$ cat config.mk
export PLATFORM = sky130hd
export DESIGN_NAME = load_store_unit
export DESIGN_NICKNAME = d
export VERILOG_FILES = /design/src/rtl/load_store_unit_pkg.sv /design/src/rtl/load_store_unit_load_extend.sv /design/src/rtl/load_store_unit.sv
export SDC_FILE = /design/constraint.sdc
export NUM_CORES = 1
export LEC_CHECK = 0
export CAP_MARGIN = 25
export CORE_ASPECT_RATIO = 0.5
export CORE_MARGIN = 1.5
export CORE_UTILIZATION = 43
export CTS_CLUSTER_DIAMETER = 30
export CTS_CLUSTER_SIZE = 40
export DETAILED_ROUTE_END_ITERATION = 10
export DONT_BUFFER_PORTS = 1
export SLEW_MARGIN = 30
export SYNTH_ARGS = -nofsm -noshare
export SYNTH_HDL_FRONTEND = slang
export SYNTH_SLANG_ARGS = --single-unit
$ cat constraint.sdc
create_clock -name clk -period 2.75 [get_ports clk]
set_input_delay 0.275 -clock clk [delete_from_list [all_inputs] [get_ports clk]]
set_output_delay 0.275 -clock clk [all_outputs]
set_load 0.02 [all_outputs]
$ cat src/rtl/load_store_unit_pkg.sv
// Shared types and constants for the load/store unit: FSM states, funct3 codes, store-size codes.
package lsu_pkg;

    typedef enum logic [1:0] {IDLE, REQ, DONE} lsu_state_e;

    localparam logic [2:0] F3_LB  = 3'b000;
    localparam logic [2:0] F3_LH  = 3'b001;
    localparam logic [2:0] F3_LW  = 3'b010;
    localparam logic [2:0] F3_LBU = 3'b100;
    localparam logic [2:0] F3_LHU = 3'b101;

    localparam logic [1:0] ST_BYTE = 2'b00;
    localparam logic [1:0] ST_HALF = 2'b01;
    localparam logic [1:0] ST_WORD = 2'b10;

    // Illegal funct3 encodings collapse to a word access.
    function automatic logic [1:0] f3_to_storetype(input logic [2:0] f3);
        case (f3)
            F3_LB, F3_LBU: return ST_BYTE;
            F3_LH, F3_LHU: return ST_HALF;
            default:       return ST_WORD;
        endcase
    endfunction

    function automatic logic f3_legal(input logic [2:0] f3);
        return (f3 == F3_LB) || (f3 == F3_LH) || (f3 == F3_LW) ||
               (f3 == F3_LBU) || (f3 == F3_LHU);
    endfunction

endpackage

$ cat src/rtl/load_store_unit_load_extend.sv
// Combinational load lane extraction: selects byte/half from an aligned word and sign/zero extends.
module load_extend
    import lsu_pkg::*;
(
    input  logic [31:0] word,
    input  logic [1:0]  off,
    input  logic [2:0]  funct3,
    output logic [31:0] result
);

    logic [7:0]  byte_sel;
    logic [15:0] half_sel;

    always_comb begin
        byte_sel = word[7:0];
        case (off)
            2'd0: byte_sel = word[7:0];
            2'd1: byte_sel = word[15:8];
            2'd2: byte_sel = word[23:16];
            2'd3: byte_sel = word[31:24];
            default: byte_sel = word[7:0];
        endcase
        half_sel = off[1] ? word[31:16] : word[15:0];

        result = word;
        case (funct3)
            F3_LB:   result = {{24{byte_sel[7]}}, byte_sel};
            F3_LBU:  result = {24'd0, byte_sel};
            F3_LH:   result = {{16{half_sel[15]}}, half_sel};
            F3_LHU:  result = {16'd0, half_sel};
            default: result = word;
        endcase
    end

endmodule

$ cat src/rtl/load_store_unit.sv
// Load/store unit: one held memory request per MEM-stage access, load extension, pipeline stall.
// Optional `MISALIGN_TRAP_EN rejects misaligned/illegal accesses with lsu_err instead of issuing them.
module load_store_unit
    import lsu_pkg::*;
#(
    parameter int N_Bits = 32
) (
    input  logic              clk,
    input  logic              reset,
    input  logic              lsu_valid,
    input  logic              lsu_we,
    input  logic [2:0]        lsu_funct3,
    input  logic [N_Bits-1:0] lsu_addr,
    input  logic [N_Bits-1:0] lsu_wdata,
    output logic              lsu_stall,
    output logic              lsu_done,
    output logic [N_Bits-1:0] lsu_rdata,
    output logic              lsu_err,
    output logic              mem_req,
    output logic              mem_we,
    output logic [1:0]        mem_storetype,
    output logic [N_Bits-1:0] mem_addr,
    output logic [N_Bits-1:0] mem_wdata,
    input  logic              mem_ready,
    input  logic [N_Bits-1:0] mem_rdata
);

    lsu_state_e        state, state_next;
    logic              we_r;
    logic [2:0]        funct3_r;
    logic [1:0]        storetype_r;
    logic [N_Bits-1:0] addr_r, wdata_r, rdata_r;
    logic [31:0]       ext_word;
    logic              trap;

`ifdef MISALIGN_TRAP_EN
    logic err_r;
    logic [1:0] size_in;

    always_comb begin
        size_in = f3_to_storetype(lsu_funct3);
        trap = !f3_legal(lsu_funct3) ||
               ((size_in == ST_HALF) && lsu_addr[0]) ||
               ((size_in == ST_WORD) && (lsu_addr[1:0] != 2'b00));
    end

    always_ff @(posedge clk or posedge reset) begin
        if (reset)
            err_r <= 1'b0;
        else if (state == IDLE && lsu_valid)
            err_r <= trap;
    end

    assign lsu_err = (state == DONE) && err_r;
`else
    assign trap    = 1'b0;
    assign lsu_err = 1'b0;
`endif

    always_ff @(posedge clk or posedge reset) begin
        if (reset)
            state <= IDLE;
        else
            state <= state_next;
    end

    always_comb begin
        state_next = state;
        case (state)
            IDLE:    if (lsu_valid) state_next = trap ? DONE : REQ;
            REQ:     if (mem_ready) state_next = DONE;
            DONE:    state_next = IDLE;
            default: state_next = IDLE;
        endcase
    end

    load_extend u_load_extend (
        .word   (mem_rdata[31:0]),
        .off    (addr_r[1:0]),
        .funct3 (funct3_r),
        .result (ext_word)
    );

    always_ff @(posedge clk or posedge reset) begin
        if (reset) begin
            we_r        <= 1'b0;
            funct3_r    <= '0;
            storetype_r <= '0;
            addr_r      <= '0;
            wdata_r     <= '0;
            rdata_r     <= '0;
        end else begin
            if (state == IDLE && lsu_valid) begin
                we_r        <= lsu_we;
                funct3_r    <= lsu_funct3;
                storetype_r <= f3_to_storetype(lsu_funct3);
                addr_r      <= lsu_addr;
                wdata_r     <= lsu_wdata;
            end
            if (state == REQ && mem_ready && !we_r)
                rdata_r <= N_Bits'(ext_word);
        end
    end

    assign mem_req       = (state == REQ);
    assign mem_we        = (state == REQ) && we_r;
    assign mem_storetype = storetype_r;
    assign mem_addr      = addr_r;
    assign mem_wdata     = wdata_r;
    assign lsu_done      = (state == DONE);
    assign lsu_rdata     = rdata_r;
    assign lsu_stall     = lsu_valid && !lsu_done;

endmodule

==> results.toml, run 1 <==
[clocking]
cts_resized = 0
cts_tree = "done"
postCtsSetupRepairBufs = 0
cts_buffers = 9
insertion_delay_ns = 0.34
htreeDepth = 3
hold_buffers = 1
cts_max_path_buffers = 2
clkTransAtPathRegs_ns = 0.07
clock-sinks = 104
cts-root-buf = "clkbuf_16"

[logic_synthesis]
syn-num-nets = 474
synth_compound_area_frac = 0.05957
synth_area_mm2 = 0.004453
ys_types = 33
synth.avg_cell_area_um2 = 12.04
muxShareOfSynthArea = 0.1919
yosys.area_share.simple = 0.1298
synth_top_cells_by_count = "dfrtp_1 (104), mux2_2 (75), nand2_1 (42)"
yosys_most_used_dff = "dfrtp_1"
synth-edff-count = 0
synth_top_family_by_area = "multiplexers"
synth_most_common_cell = "dfrtp_1"
async_reset_ff_frac = 1.000
synthAdderAreaFrac = 0
yosysTopAreaCell = "dfrtp_1"
synth_area_leaders = "dfrtp_1 (58%), mux2_2 (19%), nand3_1 (3.6%), nand2_1 (3.5%), o21ai_0 (1.6%)"
ys_seq_elements = 104
synth-xor-area-share = 0
ys_warn_count = 0
synth_cells = 370
synth_top_area_frac = 0.5844
seq_area_frac_synth = 0.5844

[finish]
design_area_mm2 = 0.004886
syn2layout_area_growth_pct = 9.722
num-nets-final = 465
fin_util = 0.4814
final_cells = 506
final_layout_size_suffix_gt1_frac = 0.2814
n_antenna_cell = 0

[timing]
maxSlewViolCount = 0
max_freq_ghz = 0.4791
relSlewSlack = 0.4830
tightestPinTransition_ns = 0.7739
finalSetupViolations = 0
fin_ws_ns = 0.6629
tns_ns = 0
finalWorstPathRequiredPeriod_ns = 2.087
fin_skew_ns = 0.005424
fin_crit_sh = 0.7590
grt_setup_unrepaired = "no"
hold_violations = 0

[power]
leakage_nw = 2.056
power_density_mw_per_mm2 = 1251
max-vdd-ir-drop_v = 0.0005053

[critical_path]
crit_type = "reg2reg"
cp_cell_sequence = "inv_1 -> nand2_2 -> or3_1 -> nand3_1"
required_ns = 2.93
startpoint_type = "register"
endpoint_kind = "register"
slowest_delay_ns = 0.71
crit_buf_inv = 1
crit_family = "simple AND/OR/NAND/NOR gates"
crit_slowest_cell = "dfrtp_1"
crit_fanout = 19
crit_arrival_ns = 2.27

[routing]
vias_per_cell = 5.644
drtAntennaViolNets = 0
vias = 2856
wire_per_inst_um = 20.08
routed_wl_um = 10160
drc_errors = 0
drt_pass1_iterations = 4
dr.first_iter.drc_count = 151

[placement]
dp.cells = 489
gp_congestion = 0.8008
io_buffers = 0
hpwl_um = 7321
post_dp_cell_area_mm2 = 0.004577
post-place-ws_ns = 0.6768

[floorplan]
die_h_um = 74.96
core_area_mm2 = 0.01015
ios = 207
die-area_mm2 = 0.01101
rows = 26
die_w_um = 146.9
start_util = 0.4387

[run_status]
status = "completed"

[min_path]
hold_path_class = "in2reg"

[global_route]
grt-ovfl-total = 0
antenna_found_initial = 0
grt_first_pass_wirelength_um = 15810
grtUsageTotal = 0.1872
grt_pass1_vias = 2978
grt_max_degree = 75

[flow_run]
drv_cap = 0
layout make-up:
type                    instances  area [µm²]
inverters                       7       30.03
flip-flops and latches        104        2603
repair buffers                  6       72.57
well taps                     140       175.2
clock buffers                  11       232.7
clock inverters                 5       66.31
fillers                       912        5264
multi-input cells             233        1707
layer usage:
layer  share of wire  up-vias  routed length, µm  GRT usage
met5               0        -                  0          0
met4           0.011        0                110    0.05667
met3            0.10       11               1022    0.08788
met2            0.51      119               5142     0.3176
met1            0.38     1449               3882     0.2173
li1                -     1277                  -          -
worst register-to-register path, cell delays in order, from the launching register on:
cell	delay, ns
dfrtp_1	0.71
inv_1	0.33
nand2_2	0.26
or3_1	0.48
nand3_1	0.16
cell families (layout without fill, tap and decap cells):
kind of cell	count (synthesis)	in the layout
and+or+nand+nor	116	116
DFF	104	104
muxes	76	76
AOI/OAI and AO/OA	40	40
buffers and inverters	33	29
other	1	1
cells in the final DEF (no fill, tap or decap), drive strengths merged:
cell type / count
nor2b: 4
and4bb: 1
nand3: 32
mux2i: 1
nor2: 4
o221ai: 1
bufinv: 1
nor3b: 2
or3: 9
nand3b: 2
clkinv: 2
a31oi: 6
a21o: 1
and2: 2
a311oi: 1
buf: 5
o22a: 1
conb: 1
and3: 1
nor3: 7
a21oi: 9
o221a: 6
dfrtp: 104
mux2: 75
o41a: 1
clkinvlp: 2
clkbuf: 11
dlygate4sd3: 1
nand2b: 8
nand2: 43
nand4bb: 1
inv: 7
o21ai: 14
metrics by stage:
step / total power, mW / hold slack, ns
global placement: 4.815 / 0.2853
detailed placement: 4.886 / 0.3225
CTS: 6.188 / 0.03947
finish: 6.110 / 0.05718
global route: 6.464 / 0.04820
floorplan: 4.500 / 0.3918
flip-flops by register name, summed over array words and instances, names as in the netlist:
| register | count |
|---|---|
| funct3_r | 3 |
| lsu_rdata | 32 |
| mem_addr | 32 |
| mem_storetype | 2 |
| mem_wdata | 32 |
| state | 2 |
| we_r | 1 |
worst paths after layout:
path,depth (start not counted),slack (ns),endpoint,start
worst max-delay path,4,0.66,lsu_rdata[28],funct3_r[1]
worst min-delay path,2,0.06,mem_addr[0],lsu_addr[0]
worst max register to register,4,0.66,lsu_rdata[28],funct3_r[1]
worst min register to register,1,0.55,we_r,we_r
max in group asynchronous,3,1.37,funct3_r[1],reset
min in group asynchronous,2,0.56,mem_addr[17],reset
power by group:
group | switching [mW] | total, mW | internal [mW]
logic | 0.610 | 1.30 | 0.695
clock network | 0.560 | 1.28 | 0.716
registers | 1.34 | 3.53 | 2.19
total | 2.51 | 6.11 | 3.60
Power figures use the tool's default switching activity.
==> run 2: changes to the inputs <==
==> constraint.sdc (replaced) <==
create_clock -name clk -period 1.8 [get_ports clk]
set_input_delay 0.18 -clock clk [delete_from_list [all_inputs] [get_ports clk]]
set_output_delay 0.18 -clock clk [all_outputs]
set_load 0.02 [all_outputs]
==> results.toml, run 2 (synthesis gave the netlist of run 1 again) <==
[run_status]
status = "completed"

[critical_path]
reg2regPathDepth = 4
crit_fanout = 27
crit_arrival_ns = 1.88
ff2ff_setup_slack_ns = 0.14
critPathCapture = "lsu_rdata[3]"
endpoint_kind = "register"
startpoint = "we_r"
r2r-end = "lsu_rdata[3]"
startpoint_type = "register"
reg2reg_from = "we_r"
required_ns = 2.03
crit_type = "reg2reg"

[timing]
whs_ns = 0.008628
fin_crit_sh = 0.9199
relSlewSlack = 0.5433
maxSlewViolCount = 0
max_freq_ghz = 0.6039
hold_violations = 0
grt_setup_unrepaired = "no"
finalWorstPathRequiredPeriod_ns = 1.656
tns_ns = 0
finalSetupViolations = 0
tightestPinTransition_ns = 0.6836
fin_skew_ns = 0.008349

[clocking]
clkTransAtPathRegs_ns = 0.07
insertion_delay_ns = 0.34
cts_max_path_buffers = 2
cts_buffers = 9
htreeDepth = 3
clock-sinks = 104
cts_tree = "done"
cts-root-buf = "clkbuf_16"
postCtsSetupRepairBufs = 0

[floorplan]
rows = 26
die_w_um = 146.9
start_util = 0.4387
die_h_um = 74.96
core_area_mm2 = 0.01015
ios = 207
die-area_mm2 = 0.01101

[finish]
num-nets-final = 548
syn2layout_area_growth_pct = 28.49
multi_input_area_mm2 = 0.001712
layout_commonest_cell = "dfrtp_1"
fillCellCount = 835
n_antenna_cell = 0
final_cell_mix = "dfrtp_1 (104), mux2_2 (75), dlygate4sd3_1 (73)"
design_area_mm2 = 0.005722
final_layout_size_suffix_gt1_frac = 0.2561
ff_latch_area_mm2 = 0.002603

[global_route]
grtUsageTotal = 0.1994
antenna_found_initial = 0
grt_first_pass_wirelength_um = 17070
grt-ovfl-total = 0
grt_max_degree = 75
grt_pass1_vias = 3253

[routing]
drtAntennaViolNets = 0
drt_pass1_iterations = 5
wire_per_inst_um = 18.59
routed_wl_um = 10950
drc_errors = 0
vias = 3124
vias_per_cell = 5.304
dr.first_iter.drc_count = 165

[placement]
io_buffers = 0
post_dp_cell_area_mm2 = 0.004672
gp_congestion = 0.8273
hpwl_um = 7567

[power]
max-vdd-ir-drop_v = 0.0006704
power_density_mw_per_mm2 = 1696
leakage_nw = 2.422

[min_path]
hold_path_class = "in2reg"

[flow_run]
drv_cap = 0
==> run 2: cell count changes in the layout (fill, tap and decap cells not counted), sizes merged <==
cell         previous run  this run
dlygate4sd3             1        73
buf                     5        16
inv                     7         6
bufinv                  1         2
==> run 2: where the power goes <==
part           internal (mW)  switching (mW)
logic                   1.26            1.09
clock network           1.22           0.821
registers               3.34            1.97
==> run 2: cell type report <==
cell class / instances / area share
timing repair buffer: 89 / 0.1553
tap: 140 / 0.03061
clock inverter: 5 / 0.01421
clock buffer: 11 / 0.04067
inverter: 7 / 0.005248
multi-input combinational: 233 / 0.2991
sequential: 104 / 0.4548
==> run 2: worst min-delay path by stage <==
stage / startpoint / endpoint / cells after the start
CTS: mem_rdata[20] / lsu_rdata[20] / 2
floorplan: lsu_addr[0] / mem_addr[0] / 2
global route: mem_rdata[20] / lsu_rdata[20] / 2
global placement: reset / mem_wdata[24] / 1
detailed placement: reset / mem_wdata[24] / 1
finish: mem_rdata[20] / lsu_rdata[20] / 2
==> run 2: what timing repair did <==
action,CTS,global route
hold buffers,73,0
hold endpoints to repair,101,0
setup endpoints to repair,0,2
resized for setup,0,1
==> run 2: worst max-delay path, cell delays in order, from the launching register on <==
cell and delay, ns:
dfrtp_1 0.42, and4bb_1 0.32, buf_4 0.27, nand2_1 0.22, o221a_2 0.32
==> run 2: metal layers <==
layer | up-vias | part of all wire | GRT usage
met5 | - | 0 | 0
met4 | 0 | 0.010 | 0.05333
met3 | 13 | 0.092 | 0.08061
met2 | 121 | 0.51 | 0.3564
met1 | 1548 | 0.39 | 0.2289
li1 | 1442 | - | -
==> run 2: through the flow <==
step | worst slack, ns | util | instances | power, mW
2_1_floorplan | 0.1341 | - | 370 | 6.876
3_3_place_gp | 0.2112 | 0.4603 | 500 | 7.440
3_5_place_dp | 0.1374 | 0.4603 | 500 | 7.557
4_1_cts | 0.1327 | 0.5632 | 589 | 9.766
5_1_grt | 0.01855 | 0.5637 | 589 | 10.24
6_report | 0.1442 | 0.5637 | 589 | 9.703
